**src/rtl/vga_timing_pkg.sv**
```systemverilog
// Shared timing description for the VGA raster generator: mode record, the
// standard 640x480@60 mode and helpers for axis totals and counter widths.
package vga_timing_pkg;

  typedef struct packed {
    int unsigned h_active;
    int unsigned h_fp;
    int unsigned h_sync;
    int unsigned h_bp;
    int unsigned v_active;
    int unsigned v_fp;
    int unsigned v_sync;
    int unsigned v_bp;
  } vga_timing_t;

  localparam vga_timing_t VGA_640X480_60 = '{
    h_active: 640, h_fp: 16, h_sync: 96, h_bp: 48,
    v_active: 480, v_fp: 10, v_sync: 2,  v_bp: 33
  };

  function automatic int unsigned axis_total(int unsigned active, int unsigned fp,
                                             int unsigned sync, int unsigned bp);
    return active + fp + sync + bp;
  endfunction

  // Bits needed to hold total-1
  function automatic int unsigned cnt_width(int unsigned total);
    return (total <= 1) ? 1 : $clog2(total);
  endfunction

endpackage

```
**src/rtl/vga_timing_gen_axis.sv**
```systemverilog
// One raster axis: wrapping position counter plus combinational sync/active
// decode of the position it currently holds.
module vga_axis_counter
  import vga_timing_pkg::*;
#(
  parameter int unsigned ACTIVE = 640,
  parameter int unsigned FP     = 16,
  parameter int unsigned SYNC   = 96,
  parameter int unsigned BP     = 48,
  parameter logic        POL    = 1'b0,
  parameter int unsigned W      = 10
) (
  input  logic         pclk,
  input  logic         reset_n,
  input  logic         step,
  output logic         wrap,
  output logic [W-1:0] pos,
  output logic         sync,
  output logic         active
);

  localparam int unsigned TOTAL    = axis_total(ACTIVE, FP, SYNC, BP);
  localparam int unsigned SYNC_BEG = ACTIVE + FP;
  localparam int unsigned SYNC_END = SYNC_BEG + SYNC;

  if ((ACTIVE == 0) || (FP == 0) || (SYNC == 0) || (BP == 0)) begin : g_bad_timing
    $error("vga_axis_counter: every timing term must be at least 1");
  end
  if (W < cnt_width(TOTAL)) begin : g_bad_width
    $error("vga_axis_counter: W too narrow for axis total");
  end

  logic [W-1:0] pos_q;
  logic [W-1:0] pos_d;
  logic         last;

  assign last = (pos_q == W'(TOTAL - 1));

  always_comb begin
    pos_d = pos_q;
    if (step) begin
      pos_d = last ? '0 : pos_q + W'(1);
    end
  end

  always_ff @(posedge pclk or negedge reset_n) begin
    if (!reset_n) pos_q <= '0;
    else          pos_q <= pos_d;
  end

  assign wrap   = step & last;
  assign pos    = pos_q;
  assign sync   = ((pos_q >= W'(SYNC_BEG)) && (pos_q < W'(SYNC_END))) ? POL : ~POL;
  assign active = (pos_q < W'(ACTIVE));

endmodule

```
**src/rtl/vga_timing_gen.sv**
```systemverilog
// Parametrised VGA raster timing generator. The axis counters hold the next
// position; every output is a register loaded with its decode on enabled edges.
module vga_timing_gen
  import vga_timing_pkg::*;
#(
  parameter int unsigned H_ACTIVE = VGA_640X480_60.h_active,
  parameter int unsigned H_FP     = VGA_640X480_60.h_fp,
  parameter int unsigned H_SYNC   = VGA_640X480_60.h_sync,
  parameter int unsigned H_BP     = VGA_640X480_60.h_bp,
  parameter int unsigned V_ACTIVE = VGA_640X480_60.v_active,
  parameter int unsigned V_FP     = VGA_640X480_60.v_fp,
  parameter int unsigned V_SYNC   = VGA_640X480_60.v_sync,
  parameter int unsigned V_BP     = VGA_640X480_60.v_bp,
  parameter logic        H_POL    = 1'b0,
  parameter logic        V_POL    = 1'b0,
  parameter int unsigned CNT_W    = 10
) (
  input  logic             pclk,
  input  logic             reset_n,
  input  logic             pix_en,
  output logic             hsync,
  output logic             vsync,
  output logic             valid,
  output logic [CNT_W-1:0] h_cnt,
  output logic [CNT_W-1:0] v_cnt,
  output logic             line_start,
  output logic             frame_start,
  output logic             vblank_start
);

  logic             h_wrap;
  logic [CNT_W-1:0] h_pos;
  logic             h_sync;
  logic             h_act;
  logic             unused_v_wrap;
  logic [CNT_W-1:0] v_pos;
  logic             v_sync;
  logic             v_act;

  vga_axis_counter #(
    .ACTIVE(H_ACTIVE), .FP(H_FP), .SYNC(H_SYNC), .BP(H_BP), .POL(H_POL), .W(CNT_W)
  ) u_h_axis (
    .pclk   (pclk),
    .reset_n(reset_n),
    .step   (pix_en),
    .wrap   (h_wrap),
    .pos    (h_pos),
    .sync   (h_sync),
    .active (h_act)
  );

  // Vertical axis advances once per completed line
  vga_axis_counter #(
    .ACTIVE(V_ACTIVE), .FP(V_FP), .SYNC(V_SYNC), .BP(V_BP), .POL(V_POL), .W(CNT_W)
  ) u_v_axis (
    .pclk   (pclk),
    .reset_n(reset_n),
    .step   (h_wrap),
    .wrap   (unused_v_wrap),
    .pos    (v_pos),
    .sync   (v_sync),
    .active (v_act)
  );

  logic             hsync_q,        hsync_d;
  logic             vsync_q,        vsync_d;
  logic             valid_q,        valid_d;
  logic [CNT_W-1:0] h_cnt_q,        h_cnt_d;
  logic [CNT_W-1:0] v_cnt_q,        v_cnt_d;
  logic             line_start_q,   line_start_d;
  logic             frame_start_q,  frame_start_d;
  logic             vblank_start_q, vblank_start_d;

  // Outputs hold between enabled edges so strobes stay up until pix_en returns
  always_comb begin
    hsync_d        = hsync_q;
    vsync_d        = vsync_q;
    valid_d        = valid_q;
    h_cnt_d        = h_cnt_q;
    v_cnt_d        = v_cnt_q;
    line_start_d   = line_start_q;
    frame_start_d  = frame_start_q;
    vblank_start_d = vblank_start_q;
    if (pix_en) begin
      hsync_d        = h_sync;
      vsync_d        = v_sync;
      valid_d        = h_act & v_act;
      h_cnt_d        = h_act ? h_pos : '0;
      v_cnt_d        = v_act ? v_pos : '0;
      line_start_d   = (h_pos == '0);
      frame_start_d  = (h_pos == '0) && (v_pos == '0);
      vblank_start_d = (h_pos == '0) && (v_pos == CNT_W'(V_ACTIVE));
    end
  end

  always_ff @(posedge pclk or negedge reset_n) begin
    if (!reset_n) begin
      hsync_q        <= ~H_POL;
      vsync_q        <= ~V_POL;
      valid_q        <= 1'b0;
      h_cnt_q        <= '0;
      v_cnt_q        <= '0;
      line_start_q   <= 1'b0;
      frame_start_q  <= 1'b0;
      vblank_start_q <= 1'b0;
    end else begin
      hsync_q        <= hsync_d;
      vsync_q        <= vsync_d;
      valid_q        <= valid_d;
      h_cnt_q        <= h_cnt_d;
      v_cnt_q        <= v_cnt_d;
      line_start_q   <= line_start_d;
      frame_start_q  <= frame_start_d;
      vblank_start_q <= vblank_start_d;
    end
  end

  assign hsync        = hsync_q;
  assign vsync        = vsync_q;
  assign valid        = valid_q;
  assign h_cnt        = h_cnt_q;
  assign v_cnt        = v_cnt_q;
  assign line_start   = line_start_q;
  assign frame_start  = frame_start_q;
  assign vblank_start = vblank_start_q;

endmodule

```
**config.mk**
```make
export PLATFORM = sky130hd
export DESIGN_NAME = vga_timing_gen
export DESIGN_NICKNAME = d
export VERILOG_FILES = /design/src/rtl/vga_timing_pkg.sv /design/src/rtl/vga_timing_gen_axis.sv /design/src/rtl/vga_timing_gen.sv
export SDC_FILE = /design/constraint.sdc
export NUM_CORES = 1
export LEC_CHECK = 0
export ABC_AREA = 1
export CAP_MARGIN = 20
export CORE_MARGIN = 4
export CORE_UTILIZATION = 58
export CTS_BUF_LIST = sky130_fd_sc_hd__clkbuf_16
export CTS_CLUSTER_SIZE = 14
export DETAILED_ROUTE_END_ITERATION = 16
export PLACE_DENSITY = 0.83
export SYNTH_ARGS = -nofsm -noshare
export SYNTH_HDL_FRONTEND = slang
export SYNTH_SLANG_ARGS = --single-unit
```
**constraint.sdc**
```tcl
create_clock -name pclk -period 3.2 [get_ports pclk]
set_input_delay 0.32 -clock pclk [delete_from_list [all_inputs] [get_ports pclk]]
set_output_delay 0.32 -clock pclk [all_outputs]
set_load 0.005 [all_outputs]
```
Word level (Yosys, flattened, before mapping)
Index checks and enable logic that the tools add are counted.

Flip-flop bits (word level): 46. Input bits: 3. Logic and storage cells: 35. Output and inout port bits: 26.

Reductions and logical operators: 6. Multiplexer cells: 6. Bitwise gates (word level): 2. Add/sub/neg operators: 2. Magnitude comparators: 6. Eq/ne operators: 3.

Operators by type and width (number): 10-bit 2-to-1 mux (4); 10-bit by 1-bit adder with 10-bit output, second input constant (2); 10-bit == test, second input constant (2); 10-bit logical NOT (2); 10-bit < comparator, second input constant (2); 10-bit by 9-bit < comparator with 1-bit output, second input constant (2); 10-bit by 9-bit == test with 1-bit output, second input constant (1); 10-bit greater-or-equal comparator, second input constant (1); 10-bit by 9-bit greater-or-equal comparator with 1-bit output, second input constant (1); 1-bit logical AND (4); 1-bit bitwise AND (2); 1-bit 2-to-1 mux (2).

Depth between registers and ports, before layout
Gate-level depths: netlist of the first run.

Depth after elaboration: 3. Depth in mapped cells: 8. Depth with buffers taken out: 8.

Cells and area by module
From an unflattened synthesis of the first run, not the netlist that was laid out.

Cell total of the unflattened synthesis: 297. Area total of the unflattened synthesis: 2338.5 um^2.

By module, submodules not included: vga_timing_gen (area each 1111.1 um^2, instances 1, seq. area each 653.1 um^2, cells each 132); vga_axis_counter (u_h_axis) (area each 625.6 um^2, instances 1, seq. area each 250.2 um^2, cells each 82); vga_axis_counter (u_v_axis) (area each 601.8 um^2, instances 1, seq. area each 250.2 um^2, cells each 83).

Least setup slack after synthesis of the first run
OpenSTA, ideal clock, no wires.

Kind: reg2reg. Start: register u_h_axis.pos_q[0] (netlist: u_h_axis.pos[0]). End: register u_v_axis.pos_q[6] (netlist: u_v_axis.pos[6]). Path buffers: 0. Period minus slack after synthesis: 1.264 ns. Cell stages (with the launch flop): 8. Required time: 3.077 ns. Slack: 1.936 ns. Setup time: 0.123 ns. Arrival time: 1.140 ns. Cell sequence: dfrtp_1 ha_1 inv_1 nor2_4 nand2_4 nor2_8 nand2_1 xor2_1.

Longest elaborated chain between the ends: 2.

Ends and longest elaborated chain: start, declared (RTL line vga_timing_gen_axis.sv:33) `logic [W-1:0] pos_q;`; start signal, assigned (RTL line vga_timing_gen_axis.sv:48) `else pos_q <= pos_d;`; 10-bit == test (RTL line vga_timing_gen_axis.sv:37) `assign last = (pos_q == W'(TOTAL - 1));`; 1-bit bitwise AND (RTL line vga_timing_gen_axis.sv:51) `assign wrap = step & last;`; end signal, assigned (RTL line vga_timing_gen_axis.sv:48); end, declared (RTL line vga_timing_gen_axis.sv:33).

No other way between the ends. A chain may end at the register's enable or synchronous reset.

==> flow_summary.toml, run 1 <==
[drt]
drc = 0
antenna_left = 0
routed_wirelength_um = 4690
firstDrtPassIters = 4
wl_per_cell_um = 13.9
route.vias.total = 1812
drtIter0Drc = 223
via_per_inst = 5.36

[critical_path]
cp.required_ps = 3390
cp_max_fo = 31
cp-start-kind = "primary input"
r2r_cells = 8
reg2reg_from = "u_v_axis.pos[1]"
arrival_ps = 1930
end_kind = "register"
setup.worst_path.class = "in -> reg"
regToRegSetupSlack_ps = 1710
reg2reg_to = "u_v_axis.pos[8]"

[synth]
synth.net_count = 264
synthTopCellsByCount = "nand2_1 (66), dfrtp_1 (44), inv_1 (35)"
ys.flop_type = "dfrtp_1"
synth.top_cell.area_share_pct = 49.9
synth-seq-area-share_pct = 52.3
syn-cell-area_um2 = 2210
synthCells = 257
yosysMostFrequentCell = "nand2_1"
synth_area_leader_cell = "dfrtp_1"
synth_cell_types = 26
synthArstFlopShare_pct = 100
synth_edf_count = 0
synth_area_per_cell_um2 = 8.58
ys_ff_latch = 46
yosysWarnings = 0
yosys-top-cells-area = "dfrtp_1 (50%), nand2_1 (11%), inv_1 (6.0%), o21ai_0 (4.5%), nor2_1 (3.9%)"

[timing]
finalCritPeriodShare_pct = 54.2
fin_skew_ps = 4.58
hold_violations = 0
clock.fmax_ghz = 0.577
max_slew_margin_pct = 43.3
worst_pin_slew_ps = 849
setup_violations = 0
rsz0062_at_grt = "false"
tns_ps = 0
fin_crit_ps = 1730
holdWs_ps = 396
drv_slew = 0

[power_and_ir_drop]
power_mw = 2.33
leakage_nw = 1.35
power_density_nw_per_um2 = 861
worst_ir_drop_vdd_v = 0.000571

[clocking]
cts_htree_levels = 2
cts-root-buf = "clkbuf_16"
cts_tree = "built"
cts_buffer_depth = 2
clk_pin_slew_worst_paths_ps = 60
insertion_delay_ps = 280
numCtsBuffers = 5
ctsResizeCount = 0
cts.sinks = 46

[floorplan]
die_y_um = 69.7
fp.dieArea_um2 = 4850
num_rows = 22
coreArea_um2 = 3660
boundaryPins = 29
die_w_um = 69.7
initial_core_util_pct = 60.3

[placement]
place_inst = 328
hpwl_um = 3250
port-buffer-count = 28
gp_congestion = 0.873

[hold_path]
hold_path.class = "in -> async"

[global_routing]
grt_use_total_pct = 20.6
grt_pass1_wl_um = 8070
antenna_found_initial = 0
grt_max_degree = 47
grt_pass1_vias = 1718
overflow = 0

[cells_and_area]
drive_gt1_share_pct = 5.86
area_growth_pct = 22.6
final_nets = 296
antennaDiodeCount = 0
finalNonFillerCells = 338

[flow_run]
cap_violations = 0

[status]
status = "complete, no violations"
how the worst max path moves through the flow:
stage | start | end | slack (ps) | depth (start not counted)
floorplan | u_h_axis.pos[0] | u_v_axis.pos[6] | 1940 | 7
global placement | pix_en | h_cnt[9] | 1290 | 5
detailed placement | pix_en | h_cnt[9] | 1150 | 5
CTS | pix_en | h_cnt[9] | 1440 | 5
global route | pix_en | h_cnt[9] | 1320 | 5
finish | pix_en | h_cnt[9] | 1470 | 5
registers in the layout, summed over array words and instances, names as in the netlist:
| name | count |
|---|---|
| frame_start | 1 |
| h_cnt | 10 |
| hsync | 1 |
| line_start | 1 |
| u_h_axis.pos | 10 |
| u_v_axis.pos | 10 |
| v_cnt | 10 |
| valid | 1 |
| vblank_start | 1 |
| vsync | 1 |
per-stage QoR:
step	area, µm²	util, %	setup slack (ps)
after floorplan	2210	-	1940
after global placement	2510	68.6	1290
after detailed placement	2510	68.6	1150
after CTS	2670	73.0	1440
after global routing	2700	73.9	1320
final	2700	73.9	1470
cells by family (layout without fill, tap and decap cells):
logic type | count (synthesis) | after routing | synth area share, %
buffers and inverters | 41 | 74 | 7.66
adder cells (fa/ha/maj) | 4 | 4 | 2.27
XOR/XNOR | 8 | 8 | 3.18
AND/OR/NAND/NOR | 121 | 121 | 24.4
flip-flops | 46 | 46 | 52.3
AO/OA/AOI/OAI | 37 | 37 | 10.2
routing by layer:
| layer | GRT usage [%] | vias up | routed length (µm) |
|---|---|---|---|
| li1 | - | 895 | - |
| met1 | 30.2 | 849 | 2220 |
| met2 | 29.8 | 56 | 2090 |
| met3 | 5.22 | 12 | 264 |
| met4 | 7.23 | 0 | 114 |
| met5 | 0 | - | 0 |
critical path: stages:
cell and delay (ps):
clkdlybuf4s50_1 390, buf_4 200, inv_1 630, nand2_1 140, a21boi_0 230
area by class of cell:
| cell class | instances | area, µm² |
|---|---|---|
| Sequential cell | 46 | 1150 |
| Inverter | 35 | 131 |
| Clock inverter | 3 | 37.5 |
| Tap cell | 48 | 60.1 |
| Timing Repair Buffer | 31 | 313 |
| Multi-Input combinational cell | 170 | 883 |
| Fill cell | 263 | 957 |
| Clock buffer | 5 | 125 |
layout by cell type (no fill, tap or decap), drive strengths merged:
cell type,Yosys,final
nand2,68,68
dfrtp,44,44
inv,35,37
clkdlybuf4s50,0,27
nor2,25,25
o21ai,21,21
nand3,14,14
o31ai,9,9
nand4,9,9
xor2,8,8
nor3,5,5
clkbuf,4,5
ha,4,4
a21oi,3,3
buf,2,3
dfstp,2,2
o21a,1,1
o2111ai,1,1
o22a,1,1
a21boi,1,1
bufinv,0,1
dlygate4sd3,0,1
power breakdown:
part / internal (mW) / switching (mW)
Clock: 0.362 / 0.201
Combinational: 0.351 / 0.482
Sequential: 0.763 / 0.169
timing repair:
item	in CTS	in global routing
buffers inserted	0	0
hold buffers	0	1
endpoints found under the hold margin	0	3
Power figures use the tool's default switching activity.
==> run 2, diff against run 1 <==
- CORE_UTILIZATION: 58 -> 54
- PLACE_DENSITY: 0.83 -> 0.78
- clock period: 3.2 -> 1.6 ns (I/O delays scaled with it)
==> run 2 against run 1 <==
  * Non-clock buffer count increased by 8
  * Total power rose by 100%
  * Via count up 5.5%
  * Flip-flop and latch count unchanged
  * Clock skew hardly changed
  * Count of clock-buffer cells in the layout did not move
  * Largest cell class unchanged
  * Setup slack lost 1400 ps
  * Combinational power up 110%
  * Die area grew 6.5%
==> flow_summary.toml, run 2 (synthesized netlist as in run 1, its figures left out) <==
[status]
status = "complete, no violations"

[timing]
clock.fmax_ghz = 0.669
max_slew_margin_pct = 69.7
hold_violations = 0
holdWs_ps = 343
rsz0062_at_grt = "false"
finalCritPeriodShare_pct = 93.4
worst_pin_slew_ps = 454
fin_crit_ps = 1490
fin_skew_ps = 4.59
tns_ps = 0
setup_violations = 0
fin_ws_ps = 105
drv_slew = 0

[power_and_ir_drop]
worst_ir_drop_vdd_v = 0.00114
power_density_nw_per_um2 = 1700
leakage_nw = 1.39
power_mw = 4.75

[floorplan]
num_rows = 22
die_y_um = 71.9
fp.dieArea_um2 = 5170
die_w_um = 71.9
coreArea_um2 = 3800
initial_core_util_pct = 58.1
boundaryPins = 29

[cells_and_area]
area_growth_pct = 26.5
layout_commonest_cell = "nand2_1"
drive_gt1_share_pct = 9.06
final_nets = 304
final_cell_mix = "nand2_1 (66), dfrtp_1 (44), inv_1 (35)"
antennaDiodeCount = 0

[critical_path]
cp-start-kind = "register"
worst_path_most_repeated_cell = "inv_1"
r2r_cells = 8
reg2reg_to = "u_h_axis.pos[5]"
cp.required_ps = 1780
regToRegSetupSlack_ps = 110
cp_max_fo = 11
setup.worst_path.class = "reg -> reg"
critPathSlowestCell = "dfrtp_1"
cp_top_family = "simple AND/OR/NAND/NOR gates"
arrival_ps = 1670
slowest_delay_ps = 410
reg2reg_from = "u_h_axis.pos[0]"
path_buf_inv = 2
end_kind = "register"
critical_path.cell_chain = "ha_1 > inv_1 > nor2_4 > nand2_4 > nor2_8 > inv_1 > o21ai_0 > a21oi_1"

[global_routing]
grt_pass1_vias = 1793
grt_use_total_pct = 21.5
overflow = 0
antenna_found_initial = 0
grt_pass1_wl_um = 8660
grt_max_degree = 32

[placement]
port-buffer-count = 28
dpl_worst_slack_ps = 50.1
gp_congestion = 0.937
hpwl_um = 3490

[clocking]
cts_tree = "built"
cts_buffer_depth = 2
ctsResizeCount = 0
cts-root-buf = "clkbuf_16"
numCtsBuffers = 5
clk_pin_slew_worst_paths_ps = 60
cts_htree_levels = 2
cts.sinks = 46
insertion_delay_ps = 290

[drt]
firstDrtPassIters = 4
wl_per_cell_um = 14.8
route.vias.total = 1911
drtIter0Drc = 188
drc = 0
routed_wirelength_um = 5130
antenna_left = 0
via_per_inst = 5.52

[flow_run]
cap_violations = 0

[hold_path]
hold_path.class = "in -> async"
## run 2: cell count changes in the layout (fill, tap and decap cells not counted), sizes merged
cell,before,now
inv,37,35
buf,3,11
clkinv,0,2
## run 2: power by group
| group | internal, mW | switching (mW) | total (mW) |
|---|---|---|---|
| logic | 0.725 | 1.00 | 1.73 |
| registers | 1.52 | 0.346 | 1.87 |
| clock network | 0.730 | 0.424 | 1.15 |
| total | 2.98 | 1.77 | 4.75 |
## run 2: area by class of cell
class,instances,area (µm²)
flip-flops and latches,46,1150
clock buffers,5,125
inverters,35,131
clock inverters,3,40.0
repair buffers,39,398
multi-input cells,170,883
well taps,48,60.1
fillers,267,1010
## run 2: per-layer routing
metal,vias to the layer above,wire (µm),GRT usage [%]
li1,910,-,-
met1,925,2400,30.7
met2,70,2300,32.6
met3,6,384,5.54
met4,0,43,6.47
met5,-,0,0
## run 2: repair_timing
| action | 4_1_cts | 5_1_grt |
|---|---|---|
| setup buffers | 0 | 0 |
| hold buffers | 1 | 0 |
| hold endpoints to repair | 14 | 0 |
## run 2: worst max path at each step
stage,start,end,slack [ps],cells after the start
floorplan,u_h_axis.pos[0],u_v_axis.pos[6],340,7
global placement,pix_en,u_v_axis.pos[3],60,8
detailed placement,pix_en,u_h_axis.pos[8],50,8
CTS,u_h_axis.pos[0],u_h_axis.pos[5],110,8
global route,u_h_axis.pos[0],u_v_axis.pos[3],10,8
finish,u_h_axis.pos[0],u_h_axis.pos[5],110,8
## run 2: metrics by stage
step / std cells / cell area (µm²) / utilization, %
3_3_place_gp: 337 / 2620 / 68.9
4_1_cts: 346 / 2790 / 73.5
3_5_place_dp: 337 / 2620 / 68.9
5_1_grt: 346 / 2790 / 73.5
6_report: 346 / 2790 / 73.5
2_1_floorplan: 257 / 2210 / -
==> run 3, diff against run 2 <==
- SKIP_CTS_REPAIR_TIMING: default -> 1
==> run 3 against run 2 <==
  * Global-route usage hardly changed
  * Critical path depth stayed put
  * Combinational power hardly changed
  * Design area stayed put
  * Routed wire length is 0.55% higher
  * Via count is 0.21% lower
  * Critical path type unchanged
==> flow_summary.toml, run 3 (synthesized netlist as in run 1, its figures left out) <==
[status]
status = "complete, no violations"

[floorplan]
num_rows = 22
fp.dieArea_um2 = 5170
die_y_um = 71.9
boundaryPins = 29
initial_core_util_pct = 58.1
coreArea_um2 = 3800
die_w_um = 71.9

[clocking]
insertion_delay_ps = 290
cts_buffer_depth = 2
cts-root-buf = "clkbuf_16"
cts_tree = "built"
numCtsBuffers = 5
cts_htree_levels = 2
clk_pin_slew_worst_paths_ps = 60
cts.sinks = 46

[power_and_ir_drop]
p_clk_share_pct = 24.3
swShare_pct = 37.3
sequentialPowerShare_pct = 39.4
power_frac_comb_pct = 36.3
power_density_nw_per_um2 = 1700
worst_ir_drop_vdd_v = 0.00115
leakage_nw = 1.39
p_sw_mw = 1.77
internal_power_mw = 2.98

[timing]
clock.fmax_ghz = 0.672
fin_skew_ps = 5.52
drv_slew = 0
finalCritPeriodShare_pct = 93.0
worst_pin_slew_ps = 464
rsz0062_at_grt = "false"
holdWs_ps = 349
hold_violations = 0
setup_violations = 0
tns_ps = 0
max_slew_margin_pct = 69.1
fin_crit_ps = 1490

[cells_and_area]
antennaDiodeCount = 0
drive_gt1_share_pct = 9.06
final_nets = 304
area_growth_pct = 26.5
layout_commonest_cell = "nand2_1"
final_cell_mix = "nand2_1 (66), dfrtp_1 (44), inv_1 (35)"
design_area_um2 = 2790

[critical_path]
cp_max_fo = 11
path_depth = 8
critPathSlowestCell = "dfrtp_1"
path_buf_inv = 2
critPathLaunch = "u_h_axis.pos[0]"
reg2reg_from = "u_h_axis.pos[0]"
setup.worst_path.class = "reg -> reg"
slowest_delay_ps = 410
cp.required_ps = 1780
cp-start-kind = "register"
cp_top_family = "simple AND/OR/NAND/NOR gates"
worst_path_most_repeated_cell = "inv_1"
r2r_cells = 8
arrival_ps = 1660
critical_path.cell_chain = "ha_1 > inv_1 > nor2_4 > nand2_4 > nor2_8 > inv_1 > o21ai_0 > a21oi_1"
end_kind = "register"

[drt]
wl_per_cell_um = 14.9
firstDrtPassIters = 4
antenna_left = 0
via_per_inst = 5.51
routed_wirelength_um = 5160
drtIter0Drc = 195
route.vias.total = 1907
drc = 0

[placement]
placed_area_um2 = 2620
gp_congestion = 0.937
hpwl_um = 3490
port-buffer-count = 28

[global_routing]
overflow = 0
grt_max_degree = 32
grt_pass1_wl_um = 8640
grt_pass1_vias = 1787
grt_use_total_pct = 21.5
antenna_found_initial = 0

[hold_path]
hold_path.class = "in -> async"

[flow_run]
cap_violations = 0
==> run 3: cell counts in the layout (fill, tap and decap cells not counted) <==
No cell type changed its count.
==> run 3: final cells by class <==
| cell class | instances | area, µm² |
|---|---|---|
| sequential | 46 | 1150 |
| fill | 270 | 1010 |
| multi-input combinational | 170 | 883 |
| timing repair buffer | 39 | 398 |
| inverter | 35 | 131 |
| clock buffer | 5 | 125 |
| tap | 48 | 60.1 |
| clock inverter | 3 | 40.0 |
==> run 3: metrics by stage <==
step           setup slack (ps)  utilization, %  power [mW]  std cells
6_report                    112            73.5        4.75        346
2_1_floorplan               336               -        2.84        257
3_5_place_dp               50.1            68.9        3.55        337
4_1_cts                     112            73.2        4.75        345
3_3_place_gp               62.8            68.9        3.50        337
5_1_grt                    14.8            73.5        5.06        346
==> run 3: worst reg2reg max path, stage by stage (launching register included) <==
cell and delay [ps]:
dfrtp_1 410, ha_1 190, inv_1 70, nor2_4 130, nand2_4 80, nor2_8 210
inv_1 130, o21ai_0 100, a21oi_1 50
==> run 3: power by group through the flow <==
| stage | sequential (mW) | combinational, mW | clock (mW) |
|---|---|---|---|
| after floorplan | 1.82 | 1.02 | 0 |
| after global placement | 1.85 | 1.65 | 0 |
| after detailed placement | 1.87 | 1.68 | 0 |
| after CTS | 1.87 | 1.73 | 1.16 |
| after global routing | 1.92 | 1.92 | 1.21 |
| final | 1.87 | 1.73 | 1.15 |
==> run 3: final timing paths <==
check	end	slack [ps]
worst max-delay path	u_h_axis.pos[5]	110
worst min-delay path	u_v_axis.pos[0]	350
worst max register to register	u_h_axis.pos[5]	110
worst min register to register	v_cnt[8]	480
max in group asynchronous	v_cnt[5]	750
min in group pclk	v_cnt[8]	480
==> run 3: routing by layer <==
metal  GRT usage [%]  wire (µm)
met1            30.6       2440
met2            32.6       2330
met3            5.54        347
met4            6.47         40
met5               0          0
